===== src/rtl/shift_rows_pipe.sv =====
// -----------------------------------------------------------------------------
// shift_rows_pipe
//
// Registered Rijndael ShiftRows / InvShiftRows stage for Nb = 4, 6 or 8
// columns. Direction is chosen per beat. A two-entry skid buffer (main
// register M plus skid register S) gives one cycle of latency and full
// throughput. in_ready comes only from registered state, so there is no
// combinational path from out_ready to in_ready.
//
// Ports
//   clk        rising-edge clock
//   rst        asynchronous reset, active-low
//   in_valid   input beat valid
//   in_ready   stage can accept a beat
//   in_inv     0 = ShiftRows, 1 = InvShiftRows, sampled with the beat
//   in_state   state; cell (c,r) at bits [(c*4+r)*BYTE_W +: BYTE_W]
//   out_valid  output beat valid
//   out_ready  downstream accepts the beat
//   out_state  shifted state, same packing as in_state
//   out_inv    direction flag carried with the beat
//
// Handshake: a beat moves across an interface on a rising edge where both
// valid and ready are high. Once valid is raised it stays high, with stable
// payload, until that edge. in_ready never depends on in_valid, and
// out_valid never depends on out_ready.
// -----------------------------------------------------------------------------
module shift_rows_pipe #(
    parameter int NB     = 4,
    parameter int BYTE_W = 8
) (
    input  logic                     clk,
    input  logic                     rst,
    input  logic                     in_valid,
    output logic                     in_ready,
    input  logic                     in_inv,
    input  logic [4*NB*BYTE_W-1:0]   in_state,
    output logic                     out_valid,
    input  logic                     out_ready,
    output logic [4*NB*BYTE_W-1:0]   out_state,
    output logic                     out_inv
);

    localparam int W = 4 * NB * BYTE_W;

    generate
        if (!(NB == 4 || NB == 6 || NB == 8)) begin : g_bad_nb
            $error("shift_rows_pipe: NB must be 4, 6 or 8");
        end
    endgenerate

    // Occupancy FSM. EMPTY: M and S empty. ONE: M full. FULL: M and S full.
    typedef enum logic [1:0] {
        ST_EMPTY = 2'd0,
        ST_ONE   = 2'd1,
        ST_FULL  = 2'd2
    } state_t;

    state_t          state_q, state_d;
    logic [W-1:0]    m_state_q, m_state_d;
    logic            m_inv_q, m_inv_d;
    logic [W-1:0]    s_state_q, s_state_d;
    logic            s_inv_q, s_inv_d;

    logic            accept;
    logic            emit;
    logic [W-1:0]    in_xf;

    // Row rotation amounts. Wide blocks (Nb = 8) use 0,1,3,4.
    function automatic int row_off(input int r);
        int off;
        case (r)
            0:       off = 0;
            1:       off = 1;
            2:       off = (NB == 8) ? 3 : 2;
            default: off = (NB == 8) ? 4 : 3;
        endcase
        return off;
    endfunction

    // Constant-index permutation. After the loops unroll this is wiring only.
    function automatic logic [W-1:0] shift_state(input logic [W-1:0] st,
                                                 input logic inv);
        logic [W-1:0] res;
        int           src;
        res = '0;
        for (int c = 0; c < NB; c++) begin
            for (int r = 0; r < 4; r++) begin
                if (inv) src = (c - row_off(r) + NB) % NB;
                else     src = (c + row_off(r)) % NB;
                res[(c*4+r)*BYTE_W +: BYTE_W] = st[(src*4+r)*BYTE_W +: BYTE_W];
            end
        end
        return res;
    endfunction

    assign in_ready  = (state_q != ST_FULL);
    assign out_valid = (state_q != ST_EMPTY);
    assign out_state = m_state_q;
    assign out_inv   = m_inv_q;

    assign accept = in_valid && in_ready;
    assign emit   = out_valid && out_ready;
    assign in_xf  = shift_state(in_state, in_inv);

    always_comb begin
        state_d   = state_q;
        m_state_d = m_state_q;
        m_inv_d   = m_inv_q;
        s_state_d = s_state_q;
        s_inv_d   = s_inv_q;

        case (state_q)
            ST_EMPTY: begin
                if (accept) begin
                    m_state_d = in_xf;
                    m_inv_d   = in_inv;
                    state_d   = ST_ONE;
                end
            end
            ST_ONE: begin
                if (accept && emit) begin
                    m_state_d = in_xf;
                    m_inv_d   = in_inv;
                end else if (accept) begin
                    // Downstream is stalled, so park the new beat in the skid.
                    s_state_d = in_xf;
                    s_inv_d   = in_inv;
                    state_d   = ST_FULL;
                end else if (emit) begin
                    state_d = ST_EMPTY;
                end
            end
            ST_FULL: begin
                // in_ready is low here, so in_valid has no effect.
                if (emit) begin
                    m_state_d = s_state_q;
                    m_inv_d   = s_inv_q;
                    state_d   = ST_ONE;
                end
            end
            default: begin
                state_d = ST_EMPTY;
            end
        endcase
    end

    always_ff @(posedge clk or negedge rst) begin
        if (!rst) begin
            state_q   <= ST_EMPTY;
            m_state_q <= '0;
            m_inv_q   <= 1'b0;
            s_state_q <= '0;
            s_inv_q   <= 1'b0;
        end else begin
            state_q   <= state_d;
            m_state_q <= m_state_d;
            m_inv_q   <= m_inv_d;
            s_state_q <= s_state_d;
            s_inv_q   <= s_inv_d;
        end
    end

endmodule


===== config.mk =====
export PLATFORM = sky130hd
export DESIGN_NAME = shift_rows_pipe
export DESIGN_NICKNAME = d
export VERILOG_FILES = /design/src/rtl/shift_rows_pipe.sv
export SDC_FILE = /design/constraint.sdc
export NUM_CORES = 1
export LEC_CHECK = 0
export CORE_MARGIN = 5
export CORE_UTILIZATION = 40
export DETAILED_ROUTE_END_ITERATION = 8
export GPL_ROUTABILITY_DRIVEN = 0
export HOLD_SLACK_MARGIN = 0.15
export PLACE_DENSITY_LB_ADDON = 0.1
export SLEW_MARGIN = 25
export SYNTH_ARGS = -nofsm -noshare
export SYNTH_HDL_FRONTEND = slang
export SYNTH_SLANG_ARGS = --single-unit

===== constraint.sdc =====
create_clock -name clk -period 1.65 [get_ports clk]
set_input_delay 0.165 -clock clk [delete_from_list [all_inputs] [get_ports clk]]
set_output_delay 0.165 -clock clk [all_outputs]
set_load 0.02 [all_outputs]

==> results of run 1 <==
==> Yosys cell counts <==
master,n
dfrtp_1,260
mux2_2,149
a21oi_1,130
mux2_4,110
mux2i_1,65
nor2_1,65
nor3b_1,65
buf_2,33
clkbuf_1,16
buf_12,11
buf_4,5
buf_6,5
and2b_4,1
and4bb_1,1
buf_1,1
buf_8,1
inv_1,1
nor2b_4,1
o22ai_1,1
o2bb2ai_4,1
or2_2,1
==> kinds of logic after synthesis <==
group,count (synthesis)
AO/OA/AOI/OAI,132
flip-flops,260
multiplexers,324
AND/OR/NAND/NOR,134
buffers and inverters,73
==> stage by stage <==
step                TNS, ns  power (W)  instance area [sq um]
finish               -14.99    0.02580                  18840
floorplan           -0.9443    0.01475                  12510
detailed placement   -68.61    0.01845                  15840
CTS                  -14.44    0.02489                  17640
global route         -26.51    0.02710                  18840
global placement     -63.62    0.01829                  15840
==> worst paths after layout <==
kind / end / slack, ns
worst min register to register: out_state[1] / 0.50
worst min-delay path: out_state[124] / 0.25
min in group clk: s_state_q[114] / 0.25
worst max register to register: out_state[86] / -0.17
worst max-delay path: out_state[86] / -0.17
max in group asynchronous: s_state_q[108] / 0.99
==> registers in the layout, indices dropped and copies added (netlist names) <==
register   cells
s_state_q    128
s_inv_q        1
out_state    128
state_q        2
out_inv        1
==> cell type report <==
class,instances,area (sq um),share of cell area
inverters,1,3.754,0.0001992
clock inverters,11,112.6,0.005976
clock buffers,40,817.0,0.04336
multi-input cells,590,6246,0.3315
repair buffers,387,4658,0.2472
flip-flops and latches,260,6509,0.3454
well taps,396,495.5,0.02630
==> routing by layer <==
| metal | vias to the layer above | share of wire |
|---|---|---|
| met4 | 6 | 0.018 |
| met5 | - | 0.0010 |
| met3 | 53 | 0.059 |
| met1 | 4356 | 0.45 |
| li1 | 4003 | - |
| met2 | 209 | 0.47 |
==> power by group <==
part           internal [W]  leakage [nW]  switching, W
clock               0.00375         0.465       0.00263
combinational       0.00534          4.91       0.00407
sequential          0.00857          3.00       0.00143
==> timing repair <==
action	in CTS	in global routing
hold endpoints to repair	265	0
buffers inserted	20	12
gates cloned	16	19
hold buffers	3	0
setup endpoints to repair	348	249
gates resized for setup	236	199
pin swaps	1	4
==> worst max-delay path, delay by kind of cell (launching register included) <==
| family | cells | cell delay [ns] |
|---|---|---|
| multiplexers | 2 | 0.55 |
| flip-flops | 1 | 0.46 |
| buffers and inverters | 3 | 0.42 |
| AND/OR/NAND/NOR | 1 | 0.25 |
==> metrics, run 1 <==
status=complete, but fails checks; failing checks=negative setup slack; Final ANT Viol Nets=0; most common cell after layout, fill and taps aside=dfrtp_1; total power divided by cell area=roughly 1400 nW/um^2; CTS sink cnt=260; Core Area=30750 sq um; mux cell area share after synthesis=0.3182; H-Tree Depth=1; sequential cell area fraction in the yosys report=0.5202; Yosys top cell area share=0.5202; fillcell total=2499; first-pass GRT wire length=about 53 mm; Setup crit start kind=flip-flop; worst-case reg-to-reg path depth=6; worst min-delay path class=primary input to async pin; slew margin rel.=0.7454; largest area contributor in the netlist=dfrtp_1; maxcap violations=0; Final #Nets=roughly 1.4k; Setup Viol. Count Final=191; CTS clk-pin slew, worst paths=0.07 ns; share of synthesized cell area in full adder, half adder and majority cells=0; RSZ-0062 raised after global routing=yes; layer with the highest usage=met2; CP Launch Point=state_q[1]; hold slack=0.2484 ns; Max stage delay on crit path=between 0.4 and 0.5 ns; Final Skew=0.02260 ns; GRT met3 Usage=0.05338; TritonCTS clock tree=done; final core area utilization=0.6128; Die H=between 150 and 200 microns; Least-Margin Pin Slew=0.3713 ns; Critical Path Fanout Max=8; Routed WL per cell=around 21 microns; drt pass-1 iters=6; Die X=between 150 and 200 microns; GR Util met2=0.2982; clock latency on the worst-skew pair=~0.56 ns; number of global-route vias before repair=a little over 9k; setup slack after placement=-0.3454 ns; Syn Nets=1056; Final Non-Filler Cells=roughly 1.7k; worst setup margin=-0.1686 ns; synth top area cells=dfrtp_1, mux2_2, mux2_4, a21oi_1, mux2i_1; static leakage=around 8.4 nW; Required @ worst endpoint=about 2.1 ns; fin crit share=1.102; share of cells above drive strength 1=0.3964; pin count of the biggest net entering global routing=60; Synth Area in XOR/XNOR=0; fmax=0.5499 GHz; initial antenna violation count=3; GRT Overall Usage=0.1862; Netlist Area Pre-Place=~13000 sq um; #FFs+latches synth=between 200 and 300; # diodes=0; most frequent cells in the layout=dfrtp_1, mux2_4, clkdlybuf4s50_1; VDD IR max=between 1000 and 1500 uV; largest family of logic cells by synthesized area=multiplexers; Die Area=roughly 35000 sq um; Yosys warnings=0; Reg2Reg Launch Point=state_q[1]; Critical Path AT=2.26 ns; Hold Vio Cnt, Final=0; Max clock buf depth=3; min Tclk post-route=1.819 ns; Detail Placement HPWL=21.26 mm; Vias=around 8.6k; Crit-path slowest cell=dfrtp_2; Compound-Gate Fraction of Synth Area=0.05472; WL final=36.02 mm; DRT iter0 DRCs=336; number of buffers created by CTS=29; worst-path cell chain=nor2b_4 -> buf_12 -> buf_12 -> clkbuf_16 -> mux2_4 -> mux2_4; root buf cell=clkbuf_16; Post-Syn Instances=roughly 900; kind of critical path=flip-flop to flip-flop; GR Util met1=0.2560; drt via density=5.120; DP Cell Count=1571; crit end category=flip-flop; Area Overhead vs Synth=50.65%; syn_area_per_cell=around 14 sq um; number of port buffers=263; Remaining Overflow, GRT=0; Netlist cell types=21; Site Rows=64; starting density of the core=0.4067; Post-route DRC=0; IO Count=264; Simple-Gate Fraction of Synth Area=0.06192; max-slew violations=0
(Power assumes the default switching activity.)
==> run 2, diff against run 1 <==
--- a/config.mk
+++ b/config.mk
@@ -9,8 +9,9 @@
 export CORE_UTILIZATION = 40
 export DETAILED_ROUTE_END_ITERATION = 8
 export GPL_ROUTABILITY_DRIVEN = 0
-export HOLD_SLACK_MARGIN = 0.15
+export HOLD_SLACK_MARGIN = 0.08
 export PLACE_DENSITY_LB_ADDON = 0.1
+export RECOVER_POWER = 50
 export SLEW_MARGIN = 25
 export SYNTH_ARGS = -nofsm -noshare
 export SYNTH_HDL_FRONTEND = slang
==> constraint.sdc (replaced) <==
create_clock -name clk -period 2.3 [get_ports clk]
set_input_delay 0.23 -clock clk [delete_from_list [all_inputs] [get_ports clk]]
set_output_delay 0.23 -clock clk [all_outputs]
set_load 0.02 [all_outputs]
==> run 2 against run 1 <==
  * The run now ends clean
  * Clock power down 24%
  * Core utilization is 7.5 points lower
  * Largest power group unchanged
  * Combinational power fell by 37%
  * Clock skew is 0.0094 ns lower
  * Via count is 6.4% lower
  * Routed wire length decreased by 16%
  * Global-route usage fell by 1.7 points
==> metrics, run 2 (synthesized netlist as in run 1, its figures left out) <==
fillcell total=between 2k and 3k; root buf cell=clkbuf_16; WL final=between 30 and 40 mm; initial antenna violation count=1; drt via density=about 5.0; most common cell after layout, fill and taps aside=dfrtp_1; first-pass GRT wire length=roughly 50 mm; Post-route DRC=0; VDD IR max=roughly 570 uV; drt pass-1 iters=4; min Tclk post-route=~2.2 ns; fin crit share=0.9490; Setup crit start kind=flip-flop; Die X=roughly 190 microns; Remaining Overflow, GRT=0; TritonCTS clock tree=done; DRT iter0 DRCs=between 200 and 300; Comb power frac=0.332; worst min-delay path class=primary input to flip-flop; Die Area=~35000 sq um; total power divided by cell area=between 1000 and 1500 nW/um^2; CTS clk-pin slew, worst paths=approximately 0.060 ns; maxcap violations=0; setup slack after placement=about 0.12 ns; Final ANT Viol Nets=0; Least-Margin Pin Slew=1.480 ns; sw frac=0.2983; share of cells above drive strength 1=0.2864; kind of critical path=flip-flop to output pin; Final Non-Filler Cells=~1.6k; Final #Nets=between 1k and 1.5k; crit end category=output pin; number of port buffers=between 200 and 300; status=completed; worst setup margin=between 0.1 and 0.15 ns; setup TNS=0 ns; Hold Vio Cnt, Final=0; most frequent cells in the layout=dfrtp_1, clkdlybuf4s50_1, mux2_2; Final Skew=~0.013 ns; Die H=186.8 microns; max-slew violations=0; Site Rows=between 60 and 70; Max clock buf depth=3; Seq pwr share=0.395; clock latency on the worst-skew pair=approximately 0.54 ns; starting density of the core=0.4067; slew margin rel.=0.01320; Core Area=30750 sq um; Routed WL per cell=approximately 19 microns; Required @ worst endpoint=2.07 ns; hold slack=0.3230 ns; number of global-route vias before repair=around 8.5k; pin count of the biggest net entering global routing=between 60 and 70; Setup Viol. Count Final=0; IO Count=~260; final core area utilization=0.5381; Detail Placement HPWL=between 20 and 25 mm; Clk network pwr share=0.273; RSZ-0062 raised after global routing=no; Critical Path AT=approximately 2.0 ns; number of buffers created by CTS=30; DP Cell Count=roughly 1.5k; switching power=~0.0053 W; H-Tree Depth=1; GRT Overall Usage=0.1693; Area Overhead vs Synth=32.30%; internal power consumption=0.01247 W; fmax=about 0.46 GHz; CTS sink cnt=260; Vias=between 8k and 9k; Critical Path Fanout Max=12; static leakage=around 7 nW
[run 2: critical path: stages, from the launching register on]
cell and delay (ns):
dfrtp_2 0.50, nor2b_4 0.18, inv_2 0.11, clkdlybuf4s50_1 0.62
[run 2: worst paths after layout]
path,from,endpoint,slack [ns],depth (start not counted)
setup / recovery,state_q[1],in_ready,0.12,3
hold / removal,in_state[22],s_state_q[86],0.32,2
setup reg to reg,state_q[1],s_state_q[4],0.16,3
hold reg to reg,s_state_q[101],s_state_q[101],0.50,1
max in group asynchronous,rst,s_state_q[7],0.43,3
min in group asynchronous,rst,out_state[56],0.58,2
[run 2: what timing repair did]
action | in CTS | in global routing
hold buffers | 1 | 0
endpoints found under the hold margin | 193 | 0
resized for setup | 1 | 0
endpoints found under the setup margin | 1 | 1
buffers inserted | 2 | 2
[run 2: metal layers]
layer / global-route usage / part of all wire / vias up
met4: 0.03612 / 0.020 / 0
met1: 0.2362 / 0.46 / 3985
met3: 0.04983 / 0.067 / 43
met5: 0 / 0 / -
li1: - / - / 3829
met2: 0.2644 / 0.45 / 222
[run 2: area by class of cell]
class / count / area (sq um) / area share
Sequential cell: 260 / 6509 / 0.3933
Multi-Input combinational cell: 590 / 5413 / 0.3271
Timing Repair Buffer: 305 / 3112 / 0.1881
Clock buffer: 42 / 857.1 / 0.05180
Tap cell: 396 / 495.5 / 0.02994
Clock inverter: 10 / 152.6 / 0.009225
Antenna cell: 2 / 5.005 / 0.0003025
Inverter: 1 / 3.754 / 0.0002268
[run 2: power by group through the flow]
stage	Clock, W	Sequential (W)	Combinational (W)
floorplan	0	0.00776	0.00282
global placement	0	0.00708	0.00595
detailed placement	0	0.00710	0.00604
CTS	0.00503	0.00704	0.00607
global route	0.00520	0.00721	0.00632
finish	0.00485	0.00702	0.00590
[run 2: per-stage QoR]
stage / power, W / area, sq um
5_1_grt: 0.01873 / 16540
3_5_place_dp: 0.01314 / 15590
3_3_place_gp: 0.01303 / 15590
2_1_floorplan: 0.01058 / 12510
4_1_cts: 0.01815 / 16620
6_report: 0.01777 / 16550
